## src/rtl/pipe_cla_addsub_pkg.sv

```systemverilog
// Shared constants for the pipelined CLA adder/subtractor: default geometry,
// operation encoding and the per-stage chunk width helper.
package pipe_cla_addsub_pkg;

   localparam int unsigned ADDSUB_DEF_WIDTH  = 32;
   localparam int unsigned ADDSUB_DEF_GROUP  = 4;
   localparam int unsigned ADDSUB_DEF_STAGES = 2;
   localparam int unsigned ADDSUB_DEF_TAG_W  = 5;

   localparam logic ADDSUB_OP_ADD = 1'b0;
   localparam logic ADDSUB_OP_SUB = 1'b1;

   // Bits summed by each pipeline stage.
   function automatic int unsigned chunk_w(input int unsigned width, input int unsigned stages);
      return width / stages;
   endfunction

endpackage

```

## src/rtl/pipe_cla_addsub_if.sv

```systemverilog
// Operand/result bus of the pipelined adder/subtractor. The master drives
// operands, flush and out_ready; the slave (the adder) returns in_ready and
// the registered result.
interface pipe_cla_addsub_if
   import pipe_cla_addsub_pkg::*;
#(
   parameter int unsigned WIDTH = ADDSUB_DEF_WIDTH,
   parameter int unsigned TAG_W = ADDSUB_DEF_TAG_W
) ();

   logic             flush;
   logic             in_valid;
   logic             in_ready;
   logic [WIDTH-1:0] in_a;
   logic [WIDTH-1:0] in_b;
   logic             in_cin;
   logic             in_sub;
   logic [TAG_W-1:0] in_tag;
   logic             out_valid;
   logic             out_ready;
   logic [WIDTH-1:0] out_sum;
   logic             out_cout;
   logic             out_zero;
   logic             out_ovf;
   logic [TAG_W-1:0] out_tag;

   modport master (
      output flush, in_valid, in_a, in_b, in_cin, in_sub, in_tag, out_ready,
      input  in_ready, out_valid, out_sum, out_cout, out_zero, out_ovf, out_tag
   );

   modport slave (
      input  flush, in_valid, in_a, in_b, in_cin, in_sub, in_tag, out_ready,
      output in_ready, out_valid, out_sum, out_cout, out_zero, out_ovf, out_tag
   );

endinterface

```

## src/rtl/pipe_cla_addsub_cla_chunk.sv

```systemverilog
// cla_chunk: combinational CHUNK-bit carry-lookahead adder. Bits are grouped
// GROUP at a time into group generate/propagate terms; a group-level
// lookahead produces each group's carry-in, then bit carries are resolved
// locally inside each group.
module cla_chunk #(
   parameter int unsigned CHUNK = 16,
   parameter int unsigned GROUP = 4
) (
   input  logic [CHUNK-1:0] a,
   input  logic [CHUNK-1:0] b,
   input  logic             cin,
   output logic [CHUNK-1:0] s,
   output logic             cout
);

   localparam int unsigned NGRP = CHUNK / GROUP;

   logic [CHUNK-1:0] g;
   logic [CHUNK-1:0] p;
   logic [NGRP-1:0]  grp_g;
   logic [NGRP-1:0]  grp_p;
   logic [NGRP:0]    grp_c;

   assign g = a & b;
   assign p = a ^ b;

   // Group generate/propagate over GROUP bits.
   always_comb begin
      logic gg;
      logic gp;
      grp_g = '0;
      grp_p = '0;
      for (int unsigned j = 0; j < NGRP; j++) begin
         gg = 1'b0;
         gp = 1'b1;
         for (int unsigned i = 0; i < GROUP; i++) begin
            gg = g[j*GROUP+i] | (p[j*GROUP+i] & gg);
            gp = gp & p[j*GROUP+i];
         end
         grp_g[j] = gg;
         grp_p[j] = gp;
      end
   end

   // Group-level lookahead: carry into each group from group g/p only.
   always_comb begin
      logic c;
      grp_c = '0;
      c     = cin;
      for (int unsigned j = 0; j < NGRP; j++) begin
         grp_c[j] = c;
         c        = grp_g[j] | (grp_p[j] & c);
      end
      grp_c[NGRP] = c;
   end

   // Bit sums inside each group, seeded by the group carry.
   always_comb begin
      logic c;
      s = '0;
      c = 1'b0;
      for (int unsigned j = 0; j < NGRP; j++) begin
         c = grp_c[j];
         for (int unsigned i = 0; i < GROUP; i++) begin
            s[j*GROUP+i] = p[j*GROUP+i] ^ c;
            c            = g[j*GROUP+i] | (p[j*GROUP+i] & c);
         end
      end
   end

   assign cout = grp_c[NGRP];

endmodule

```

## src/rtl/pipe_cla_addsub.sv

```systemverilog
// pipe_cla_addsub: pipelined carry-lookahead adder/subtractor. Stage k sums
// operand chunk k; its carry is registered into stage k+1. Between stages a
// single word holds finished low sum bits and the still-pending high A bits,
// alongside the pending high bits of the effective B operand.
// Optional feature macro: ADDSUB_OVF_EN enables the signed-overflow flag;
// without it out_ovf is tied low and no overflow register exists.
module pipe_cla_addsub
   import pipe_cla_addsub_pkg::*;
#(
   parameter int unsigned WIDTH  = ADDSUB_DEF_WIDTH,
   parameter int unsigned GROUP  = ADDSUB_DEF_GROUP,
   parameter int unsigned STAGES = ADDSUB_DEF_STAGES,
   parameter int unsigned TAG_W  = ADDSUB_DEF_TAG_W
) (
   input logic               clk,
   input logic               rst,
   pipe_cla_addsub_if.slave  bus
);

   localparam int unsigned CHUNK = chunk_w(WIDTH, STAGES);

   logic             adv_c;
   logic             acc_c;
   logic             out_valid_q;
   logic [WIDTH-1:0] out_sum_q;
   logic             out_cout_q;
   logic             out_zero_q;
   logic [TAG_W-1:0] out_tag_q;

   // Whole pipe advances together; a stalled output freezes every stage.
   assign adv_c        = !out_valid_q || bus.out_ready;
   assign acc_c        = bus.in_valid && adv_c && !bus.flush;
   assign bus.in_ready = adv_c;

   for (genvar k = 0; k < STAGES; k++) begin : g_stg
      localparam int unsigned LO = k * CHUNK;
      localparam int unsigned BW = WIDTH - LO;

      logic [WIDTH-1:0] mx_in;
      logic [BW-1:0]    b_in;
      logic             c_in;
      logic             v_in;
      logic [TAG_W-1:0] t_in;
      logic [CHUNK-1:0] s;
      logic             co;
      logic [WIDTH-1:0] mx_nx;

      if (k == 0) begin : g_src
         // Operand prep: subtraction is A + ~B + ~borrow.
         assign mx_in = bus.in_a;
         assign b_in  = (bus.in_sub == ADDSUB_OP_SUB) ? ~bus.in_b : bus.in_b;
         assign c_in  = (bus.in_sub == ADDSUB_OP_ADD) ? bus.in_cin : ~bus.in_cin;
         assign v_in  = acc_c;
         assign t_in  = bus.in_tag;
      end else begin : g_src
         assign mx_in = g_stg[k-1].g_mid.mx_q;
         assign b_in  = g_stg[k-1].g_mid.b_q;
         assign c_in  = g_stg[k-1].g_mid.cy_q;
         assign v_in  = g_stg[k-1].g_mid.vld_q;
         assign t_in  = g_stg[k-1].g_mid.tag_q;
      end

      cla_chunk #(
         .CHUNK (CHUNK),
         .GROUP (GROUP)
      ) u_cla (
         .a    (mx_in[LO +: CHUNK]),
         .b    (b_in[CHUNK-1:0]),
         .cin  (c_in),
         .s    (s),
         .cout (co)
      );

      // Replace this stage's chunk of A with its sum bits.
      always_comb begin
         mx_nx              = mx_in;
         mx_nx[LO +: CHUNK] = s;
      end

      if (k < STAGES - 1) begin : g_mid
         logic [WIDTH-1:0]    mx_q;
         logic [BW-CHUNK-1:0] b_q;
         logic                cy_q;
         logic                vld_q;
         logic [TAG_W-1:0]    tag_q;

         // Inter-stage register: flush kills valid only, data moves on adv.
         always_ff @(posedge clk) begin
            if (rst) begin
               vld_q <= 1'b0;
               mx_q  <= '0;
               b_q   <= '0;
               cy_q  <= 1'b0;
               tag_q <= '0;
            end else begin
               if (bus.flush) begin
                  vld_q <= 1'b0;
               end else if (adv_c) begin
                  vld_q <= v_in;
               end
               if (adv_c) begin
                  mx_q  <= mx_nx;
                  b_q   <= b_in[BW-1:CHUNK];
                  cy_q  <= co;
                  tag_q <= t_in;
               end
            end
         end
      end else begin : g_last
         // Output register: full sum, carry, zero flag and tag.
         always_ff @(posedge clk) begin
            if (rst) begin
               out_valid_q <= 1'b0;
               out_sum_q   <= '0;
               out_cout_q  <= 1'b0;
               out_zero_q  <= 1'b0;
               out_tag_q   <= '0;
            end else begin
               if (bus.flush) begin
                  out_valid_q <= 1'b0;
               end else if (adv_c) begin
                  out_valid_q <= v_in;
               end
               if (adv_c) begin
                  out_sum_q  <= mx_nx;
                  out_cout_q <= co;
                  out_zero_q <= (mx_nx == '0);
                  out_tag_q  <= t_in;
               end
            end
         end

`ifdef ADDSUB_OVF_EN
         logic out_ovf_q;

         // Signed overflow: operands agree in sign but the sum does not.
         always_ff @(posedge clk) begin
            if (rst) begin
               out_ovf_q <= 1'b0;
            end else if (adv_c) begin
               out_ovf_q <= (mx_in[WIDTH-1] == b_in[BW-1]) &&
                            (mx_nx[WIDTH-1] != mx_in[WIDTH-1]);
            end
         end

         assign bus.out_ovf = out_ovf_q;
`else
         assign bus.out_ovf = 1'b0;
`endif
      end
   end

   assign bus.out_valid = out_valid_q;
   assign bus.out_sum   = out_sum_q;
   assign bus.out_cout  = out_cout_q;
   assign bus.out_zero  = out_zero_q;
   assign bus.out_tag   = out_tag_q;

endmodule

```

## src/flat_wrapper.sv

```systemverilog
// flat-port wrapper written by rule: the top's interface ports become plain ports
module pipe_cla_addsub_flat import pipe_cla_addsub_pkg::*;
#(
   parameter int unsigned WIDTH  = ADDSUB_DEF_WIDTH,
   parameter int unsigned GROUP  = ADDSUB_DEF_GROUP,
   parameter int unsigned STAGES = ADDSUB_DEF_STAGES,
   parameter int unsigned TAG_W  = ADDSUB_DEF_TAG_W
)
  (clk, rst, bus_flush, bus_in_valid, bus_in_a, bus_in_b, bus_in_cin, bus_in_sub, bus_in_tag, bus_out_ready, bus_in_ready, bus_out_valid, bus_out_sum, bus_out_cout, bus_out_zero, bus_out_ovf, bus_out_tag);
  pipe_cla_addsub_if #(.WIDTH(WIDTH), .TAG_W(TAG_W)) bus_i ();
  input logic clk;
  input logic rst;
  input wire logic [$bits(bus_i.flush)-1:0] bus_flush;
  input wire logic [$bits(bus_i.in_valid)-1:0] bus_in_valid;
  input wire logic [$bits(bus_i.in_a)-1:0] bus_in_a;
  input wire logic [$bits(bus_i.in_b)-1:0] bus_in_b;
  input wire logic [$bits(bus_i.in_cin)-1:0] bus_in_cin;
  input wire logic [$bits(bus_i.in_sub)-1:0] bus_in_sub;
  input wire logic [$bits(bus_i.in_tag)-1:0] bus_in_tag;
  input wire logic [$bits(bus_i.out_ready)-1:0] bus_out_ready;
  output wire logic [$bits(bus_i.in_ready)-1:0] bus_in_ready;
  output wire logic [$bits(bus_i.out_valid)-1:0] bus_out_valid;
  output wire logic [$bits(bus_i.out_sum)-1:0] bus_out_sum;
  output wire logic [$bits(bus_i.out_cout)-1:0] bus_out_cout;
  output wire logic [$bits(bus_i.out_zero)-1:0] bus_out_zero;
  output wire logic [$bits(bus_i.out_ovf)-1:0] bus_out_ovf;
  output wire logic [$bits(bus_i.out_tag)-1:0] bus_out_tag;
  assign bus_i.flush = bus_flush;
  assign bus_i.in_valid = bus_in_valid;
  assign bus_i.in_a = bus_in_a;
  assign bus_i.in_b = bus_in_b;
  assign bus_i.in_cin = bus_in_cin;
  assign bus_i.in_sub = bus_in_sub;
  assign bus_i.in_tag = bus_in_tag;
  assign bus_i.out_ready = bus_out_ready;
  assign bus_in_ready = bus_i.in_ready;
  assign bus_out_valid = bus_i.out_valid;
  assign bus_out_sum = bus_i.out_sum;
  assign bus_out_cout = bus_i.out_cout;
  assign bus_out_zero = bus_i.out_zero;
  assign bus_out_ovf = bus_i.out_ovf;
  assign bus_out_tag = bus_i.out_tag;
  pipe_cla_addsub #(.WIDTH(WIDTH), .GROUP(GROUP), .STAGES(STAGES), .TAG_W(TAG_W)) u_core (.clk(clk), .rst(rst), .bus(bus_i));
endmodule
```

## config.mk

```make
export PLATFORM = sky130hd
export DESIGN_NAME = pipe_cla_addsub_flat
export DESIGN_NICKNAME = d
export VERILOG_FILES = /design/src/rtl/pipe_cla_addsub_pkg.sv /design/src/rtl/pipe_cla_addsub_if.sv /design/src/rtl/pipe_cla_addsub_cla_chunk.sv /design/src/rtl/pipe_cla_addsub.sv /design/src/flat_wrapper.sv
export SDC_FILE = /design/constraint.sdc
export NUM_CORES = 1
export LEC_CHECK = 0
export ABC_AREA = 1
export BUFFER_PORTS_ARGS = -buffer_cell sky130_fd_sc_hd__buf_2
export CAP_MARGIN = 25
export CORE_ASPECT_RATIO = 1.2
export CORE_UTILIZATION = 54
export CTS_CLUSTER_SIZE = 8
export DETAILED_ROUTE_END_ITERATION = 16
export PLACE_DENSITY = 0.84
export SYNTH_ARGS = -nofsm -noshare
export SYNTH_HDL_FRONTEND = slang
export SYNTH_SLANG_ARGS = --single-unit
```

## constraint.sdc

```tcl
create_clock -name clk -period 4.25 [get_ports clk]
set_input_delay 0.6375 -clock clk [delete_from_list [all_inputs] [get_ports clk]]
set_output_delay 0.6375 -clock clk [all_outputs]
set_load 0.02 [all_outputs]
```

==> impl_summary.md, run 1 <==
Status
The flow ran to the end, and the final reports show no timing, DRC or antenna violations.

Flow run
The number of maximum-capacitance constraint violations is 0.

Synth
Synthesis produced 594 cells. The number of library cell types mapped by synthesis is 31. By area the synthesized netlist is led by dfxtp_1 (38%), fa_1 (9.7%), nor2_1 (8.8%). After synthesis the netlist holds a flip-flop and latch count of 95. In this run the biggest area consumer among cell types represents 38.4% of the synthesized area.

The Yosys step of the flow raised 0 warnings. The biggest area contributor in the post-synthesis netlist is dfxtp_1. The number of nets handed over by synthesis was 726.

The synthesized area per cell is 8.33 µm². The synthesized area is 0.00495 mm². The sequential element share of the synthesized area is 38.4%.

Placed design
The number of buffers inserted by port buffering is 116. Before CTS, the worst setup slack after placement is 0.464 ns. The post-DP HPWL is 8490 µm.

The placer congestion estimate is 0.819.

Floorplanning
The height of the die is 107 µm. The total I/O pin count is 118. The die covers 0.00955 mm².

After floorplanning, the core was sized to cover 0.00875 mm². The die span in x is 89.4 µm. The effective utilization at floorplan is 56.5%. After floorplanning, the core was divided into 37 placement rows.

STA
The worst setup skew after layout is 0.0110 ns. The achievable clock frequency is 291 MHz. The max-slew violation count is 0. The minimum period implied by the final worst setup slack is 3.43 ns. Setup repair after global routing left no endpoint under its margin. The smallest setup slack after layout is 0.817 ns.

At the pin with the least slew margin, the transition time is 0.671 ns. Hold timing on the final database bottoms out at a slack of 0.449 ns. The final-layout setup total negative slack is 0 ns. After layout, the worst path uses 80.8% of the clock period. The worst relative slew slack is 55.3%.

The count of final setup violators is 0. The hold violation count in the final report was 0.

Layout
The final design utilization is 65.8%. In the final layout, the share of cells above drive strength 1 is 20.7%. The layout overhead on the synthesized area is 16.4%. The final layout contains 824 nets.

The repair_antennas step left the layout with diodes totalling 0. The library cells used most frequently in the layout, excluding fill and tap cells, are nor2_1 (116), buf_2 (116), dfxtp_1 (95).

Global route
The number of global-route vias before repair came to 4138. The first global-routing pass estimated 18500 µm of wire. For this run the aggregate overflow at the end of global routing stands at 0.

The maximum number of pins on one net before global-route repair is 70. In the global route stage, overall resource usage came out at 25.5%. The number of antenna violations at the first check in global routing is 0.

Clock tree
The total of cells resized after clock tree synthesis is 0. Counting along the longest clock path gives a buffer depth of 2. The number of CTS-inserted buffers is 9. CTS placed an instance of clkbuf_8 at the clock tree root. Buffers inserted to repair hold after CTS numbered 0. The TritonCTS clock tree is yes. The clock reaches the later pin of the worst-skew pair after 0.37 ns. The tree built by TritonCTS fans out to 95 sinks. The clock tree synthesis step divided the H-tree into 3 levels. The clock transition time at the flip-flop clock pins of the worst setup and hold paths is 0.09 ns. The number of buffers inserted by post-CTS setup repair is 0.

Routing
Summing over every cut layer, the via total after detailed routing is 4271. The number of design rule violations left after detail routing is 0. The post-route antenna net violation count is 0.

The wire length after detailed routing is 11300 µm. After detailed routing, the number of vias per cell comes to 5.25. The number of design-rule violations left by the first detailed-router iteration is 243.

The pre-antenna-repair detailed-routing pass consisted of 4 iterations. The post-detailed-route wirelength per cell is 13.8 µm.

Power and ir drop
The leakage power is 0.00287 µW. The internal portion of total power is 1490 µW. Across the VDD grid, the largest voltage drop is 0.000144 V. In this run the power density over the cells is 374 mW/mm². Sequential cells burn 49.0% of the power. Of the total power, combinational logic draws 23.7%.

The clock share of power is 27.3%. The post-layout total power is 2150 µW. The switching share of power is 30.8%. Summed over all nets, the switching power comes to 662 µW.

Worst setup path
The startpoint class of the critical path is a flop. The maximum fanout encountered on the critical timing path is 3. The category of the worst setup path capture point is a flop.

Data arrives at the worst endpoint at 3.73 ns. The required arrival time at the worst endpoint is 4.55 ns. The critical path start-end classification is flop to flop.

Hold path
In this run the worst hold path is classified as input pin to flop.
## path summary, 6_finish.rpt
| check | slack (ns) | from | cells after the start | end |
|---|---|---|---|---|
| worst max-delay path | 0.82 | u_core.g_stg[0].g_mid.b_q[1]$_SDFFE_PP0N_ | 17 | u_core.bus.out_zero$_SDFFE_PP0N_ |
| worst min-delay path | 0.45 | bus_flush | 2 | u_core.g_stg[0].g_mid.vld_q$_SDFFE_PP0N_ |
| worst max register to register | 0.82 | u_core.g_stg[0].g_mid.b_q[1]$_SDFFE_PP0N_ | 17 | u_core.bus.out_zero$_SDFFE_PP0N_ |
| worst min register to register | 0.47 | u_core.g_stg[0].g_mid.vld_q$_SDFFE_PP0N_ | 2 | u_core.g_stg[0].g_mid.vld_q$_SDFFE_PP0N_ |
## critical path, cell delays in order (launching register included)
cell and delay [ns]:
dfxtp_1 0.35, ha_1 0.31, nand2_1 0.06, nand2_1 0.04
nand2_1 0.07, nand3_1 0.07, nand3b_1 0.08, nand2_1 0.09
nand2_1 0.07, nand2_1 0.08, fa_1 0.46, fa_1 0.46
fa_1 0.45, xnor2_1 0.29, nand2_1 0.09, nor4_1 0.17
nand3b_1 0.11, a21oi_1 0.12
## area by class of cell
cell class / instances / area, µm²
Timing Repair Buffer: 122 / 638
Multi-Input combinational cell: 424 / 2730
Clock buffer: 12 / 145
Fill cell: 763 / 2990
Tap cell: 117 / 146
Clock inverter: 4 / 45.0
Sequential cell: 95 / 1900
Inverter: 40 / 151
## per-layer routing
metal	GRT usage [%]	vias up	share of wire [%]
li1	-	2144	-
met1	33.0	1996	45
met2	41.3	110	49
met3	4.39	21	4.4
met4	11.3	0	2.4
met5	0	-	0
## Yosys cell counts
library cell / number
o21ai_1: 30
nand2_1: 37
nand3b_1: 2
nand4_1: 3
clkbuf_1: 14
a21boi_0: 1
nor2_1: 116
a211oi_1: 2
nand3_1: 7
a21oi_1: 50
o21a_1: 1
dfxtp_1: 95
nor4_1: 7
buf_2: 19
buf_4: 1
xnor2_1: 31
ha_1: 32
nor3b_1: 1
nand2_2: 1
fa_1: 24
o21ai_0: 62
nor3_1: 2
o21bai_1: 1
a21oi_2: 2
buf_6: 1
inv_2: 4
nor2_4: 1
a31oi_1: 1
inv_1: 36
conb_1: 1
xor2_1: 9
## metrics by stage
step | area (µm²) | cells
after floorplan | 4950 | 594
after global placement | 5550 | 797
after detailed placement | 5570 | 798
after CTS | 5760 | 814
after global routing | 5760 | 814
final | 5760 | 814
## power groups by stage
stage,Combinational (µW),Clock [µW],Sequential [µW]
2_1_floorplan,288,0,1110
3_3_place_gp,486,0,1070
3_5_place_dp,509,0,1070
4_1_cts,513,593,1050
5_1_grt,572,637,1060
6_report,510,587,1050
## kinds of logic (layout without fill, tap and decap cells)
family,Yosys count,after routing,synth area share (%)
adders and majority gates,56,56,17.8
DFF,95,95,38.4
buffers and inverters,75,178,6.40
AOI/OAI and AO/OA,150,150,15.6
other,1,1,0.0758
and+or+nand+nor,177,177,14.6
xor gates and xnor gates,40,40,7.08
## flip-flops by register name (all words and copies together), names as in the netlist
signal	flops
u_core.g_stg.g_mid.vld_q	1
u_core.bus.out_tag	5
u_core.g_stg.g_mid.tag_q	5
u_core.bus.out_sum	32
u_core.bus.out_valid	1
u_core.g_stg.g_mid.cy_q	1
u_core.g_stg.g_mid.mx_q	32
u_core.bus.out_cout	1
u_core.g_stg.g_mid.b_q	16
u_core.bus.out_zero	1
(Power assumes the default switching activity.)
==> run 2, diff against run 1 <==
Settings changed: ABC_AREA 1 to 0.
Clock period 4.25 ns to 3.5 ns, I/O delays scaled along.
==> impl_summary.md, run 2 <==
Worst setup path
The category of the worst setup path capture point is a flop. The worst setup path is launched from a flop. The maximum fanout encountered on the critical timing path is 2.

The worst setup path is of the flop to flop kind. Data on the critical path is required at its endpoint by 3.81 ns. Data arrives at the worst endpoint at 3.79 ns.

Placed design
The number of buffers inserted by port buffering is 116. The post-placement worst setup slack is -0.313 ns. The placer congestion estimate is 0.874. The post-DP HPWL is 8900 µm.

Synth
The synthesized netlist devotes 17.8% of its cell area to adder and majority cells. After Yosys synthesis, XOR and XNOR cells account for 7.25% of the synthesized area. The synthesized area per cell is 8.59 µm². The largest area contributor in the synthesized netlist is dfxtp_1. The commonest register cell after synthesis is dfxtp_1. The area fraction in compound gates after synthesis is 14.5%. The net count after synthesis is 709. By area, the combinational part of the netlist is dominated by adder cells. The share of synthesized flip-flops with an asynchronous set or reset is 0%. Sorting the synthesized cells by area gives the leading types as dfxtp_1 (38%), fa_1 (9.7%), nand2_1 (9.2%). For this run, the register share of the synthesized area comes to 38.4%. The synthesized area is 0.00496 mm². Multiplexer cells account for 0.202% of the synthesized area. The number of enable flip-flop cells after synthesis is 0.

The top cell type's share of synthesized area is 38.4%. The cell with the most instances after synthesis is nand2_1. The commonest cells after synthesis are nand2_1 (122), dfxtp_1 (95), a21oi_1 (71), nor2_1 (43), a211oi_1 (35). Of the total synthesized cell area, the portion taken by AND, OR, NAND and NOR gates is 16.4%. In this run, synthesis produced a sequential element count of 95. For this run, the number of Yosys warnings is 0. The number of cells produced by synthesis is 577. The netlist uses 33 different library cells.

Floorplanning
The total I/O pin count is 118. The row count is 37. The height of the die is 107 µm.

The initial utilization of the core area, before any placement, comes to 56.6%. The die span in x is 89.5 µm. The total area inside the core boundary comes to 0.00875 mm².

The total die area is 0.00957 mm².

STA
The worst setup skew after layout is 0.0123 ns. The max-slew violation count is 0. The count of final setup violators is 0. For this run, the top clock speed supported by timing is 287 MHz.

For the pin with the worst max-slew slack, the measured transition is 0.928 ns. The hold violation count in the final report is 0. The smallest setup slack after layout is 0.0198 ns.

The smallest clock period supported by the final layout is computed as 3.48 ns. The share of the clock period used by the worst path is 99.4%. The worst pin sits at a relative slew slack of 38.1%.

Global route
The number of antenna violations at the first check in global routing came to 0. For this run, the total global-route usage over all layers was measured as 26.0%. Entering global routing, the biggest net connects 65 pins. The wire length of the first global-routing pass is 19000 µm. The number of global-route vias before repair is 4212. The sum of overflow across all layers after global routing is 0.

Clock tree
The clock transition time at the flip-flop clock pins of the worst setup and hold paths is 0.10 ns. The number of buffers on the longest clock path is 2. Counting the buffers created by CTS gives 9. The clock reaches the later pin of the worst-skew pair after 0.37 ns. The H-tree was split into 3 levels.

TritonCTS built the clock tree. The hold buffer count at CTS is 0. The number of sinks on the clock net is 95. The tree is rooted in a clkbuf_8.

Routing
In this run, the number of DRC markers left after iteration 0 of detailed routing was 235. The post-detailed-route wirelength per cell is 15.1 µm. Across all layers, the routed design uses 4459 vias. The number of detailed-route iterations in the first pass is 5. The post-route antenna net violation count is 0.

The wire length after detailed routing is 12500 µm. The mean number of vias per cell is 5.37. The number of design rule violations left after detail routing is 0.

Power and ir drop
The leakage power is 0.00291 µW. The highest ir drop seen on vdd is 0.000247 V. The post-layout total power is 2750 µW. For this design the ratio of total power to cell area is 445 mW/mm².

Flow run
Across the run, the number of max-cap violations was 0.

Layout
The most common library cell in the layout ignoring fill and taps is nand2_1. After the last flow step, the layout net total stands at 840. The number of antenna diodes in the final layout is 0. Relative to the synthesized area, the layout overhead comes to 24.7%. Cells with a size suffix above 1 make up 28.1% of the layout. The library cells used most frequently in the layout, excluding fill and tap cells, are nand2_1 (122), buf_2 (116), dfxtp_1 (92).

Hold path
The kind of path behind the tightest hold check is input pin to flop.

Status
The flow ran to the end, and the final reports show no timing, DRC or antenna violations.
-- run 2: worst max-delay path, cell delays in order, from the launching register on --
cell,delay [ns]
dfxtp_1,0.33
ha_1,0.31
a21oi_1,0.13
nor2_1,0.09
a211oi_2,0.29
o21ai_1,0.16
fa_2,0.37
fa_2,0.42
fa_1,0.58
nor4_2,0.30
nand4_1,0.14
nor3_2,0.14
a21oi_1,0.06
nor2_1,0.10
-- run 2: area by class of cell --
| class | instances | area [µm²] |
|---|---|---|
| flip-flops and latches | 95 | 1910 |
| well taps | 117 | 146 |
| multi-input cells | 415 | 2910 |
| fillers | 654 | 2570 |
| inverters | 31 | 118 |
| clock inverters | 5 | 56.3 |
| clock buffers | 11 | 141 |
| repair buffers | 156 | 906 |
-- run 2: where the power goes --
| part | leakage [µW] | switching, µW | internal, µW |
|---|---|---|---|
| Sequential | 0.000788 | 80.1 | 1200 |
| Combinational | 0.00203 | 397 | 341 |
| Clock | 0.0000997 | 386 | 350 |
| Total | 0.00291 | 863 | 1890 |
-- run 2: kinds of logic after synthesis --
group / Yosys count
and+or+nand+nor: 195
AOI/OAI and AO/OA: 121
DFF: 95
buffers and inverters: 67
adders and majority gates: 56
xor gates and xnor gates: 41
other: 1
muxes: 1
-- run 2: final timing paths --
kind / startpoint / end / slack (ns) / depth (start not counted)
min reg2reg: u_core.bus.out_sum[8]$_SDFFE_PP0N_ / u_core.bus.out_sum[8]$_SDFFE_PP0N_ / 0.45 / 2
max reg2reg: u_core.g_stg[0].g_mid.b_q[5]$_SDFFE_PP0N_ / u_core.bus.out_zero$_SDFFE_PP0N_ / 0.02 / 13
min: bus_flush / u_core.bus.out_valid$_SDFFE_PP0N_ / 0.32 / 2
max: u_core.g_stg[0].g_mid.b_q[5]$_SDFFE_PP0N_ / u_core.bus.out_zero$_SDFFE_PP0N_ / 0.02 / 13
-- run 2: what timing repair did --
item | CTS | global route
hold endpoints to repair | 0 | 0
gates cloned | 0 | 0
gates resized for setup | 11 | 13
setup buffers | 3 | 0
setup endpoints to repair | 2 | 1
pin swaps | 11 | 10
-- run 2: metrics by stage --
stage,hold slack [ns],instances,cell area (µm²),setup TNS [ns],util [%]
floorplan,0.432,577,4960,0,-
global placement,0.434,811,5840,-0.144,66.8
detailed placement,0.442,811,5840,-0.434,66.8
CTS,0.309,830,6110,0,69.8
global route,0.320,830,6180,-0.128,70.6
finish,0.315,830,6180,0,70.6
-- run 2: routing by layer --
layer	vias up	track usage [%]	wire [µm]
met5	-	0	0
met1	2040	32.8	5100
met2	192	42.9	6210
met3	41	4.85	765
li1	2186	-	-
met4	0	11.6	448
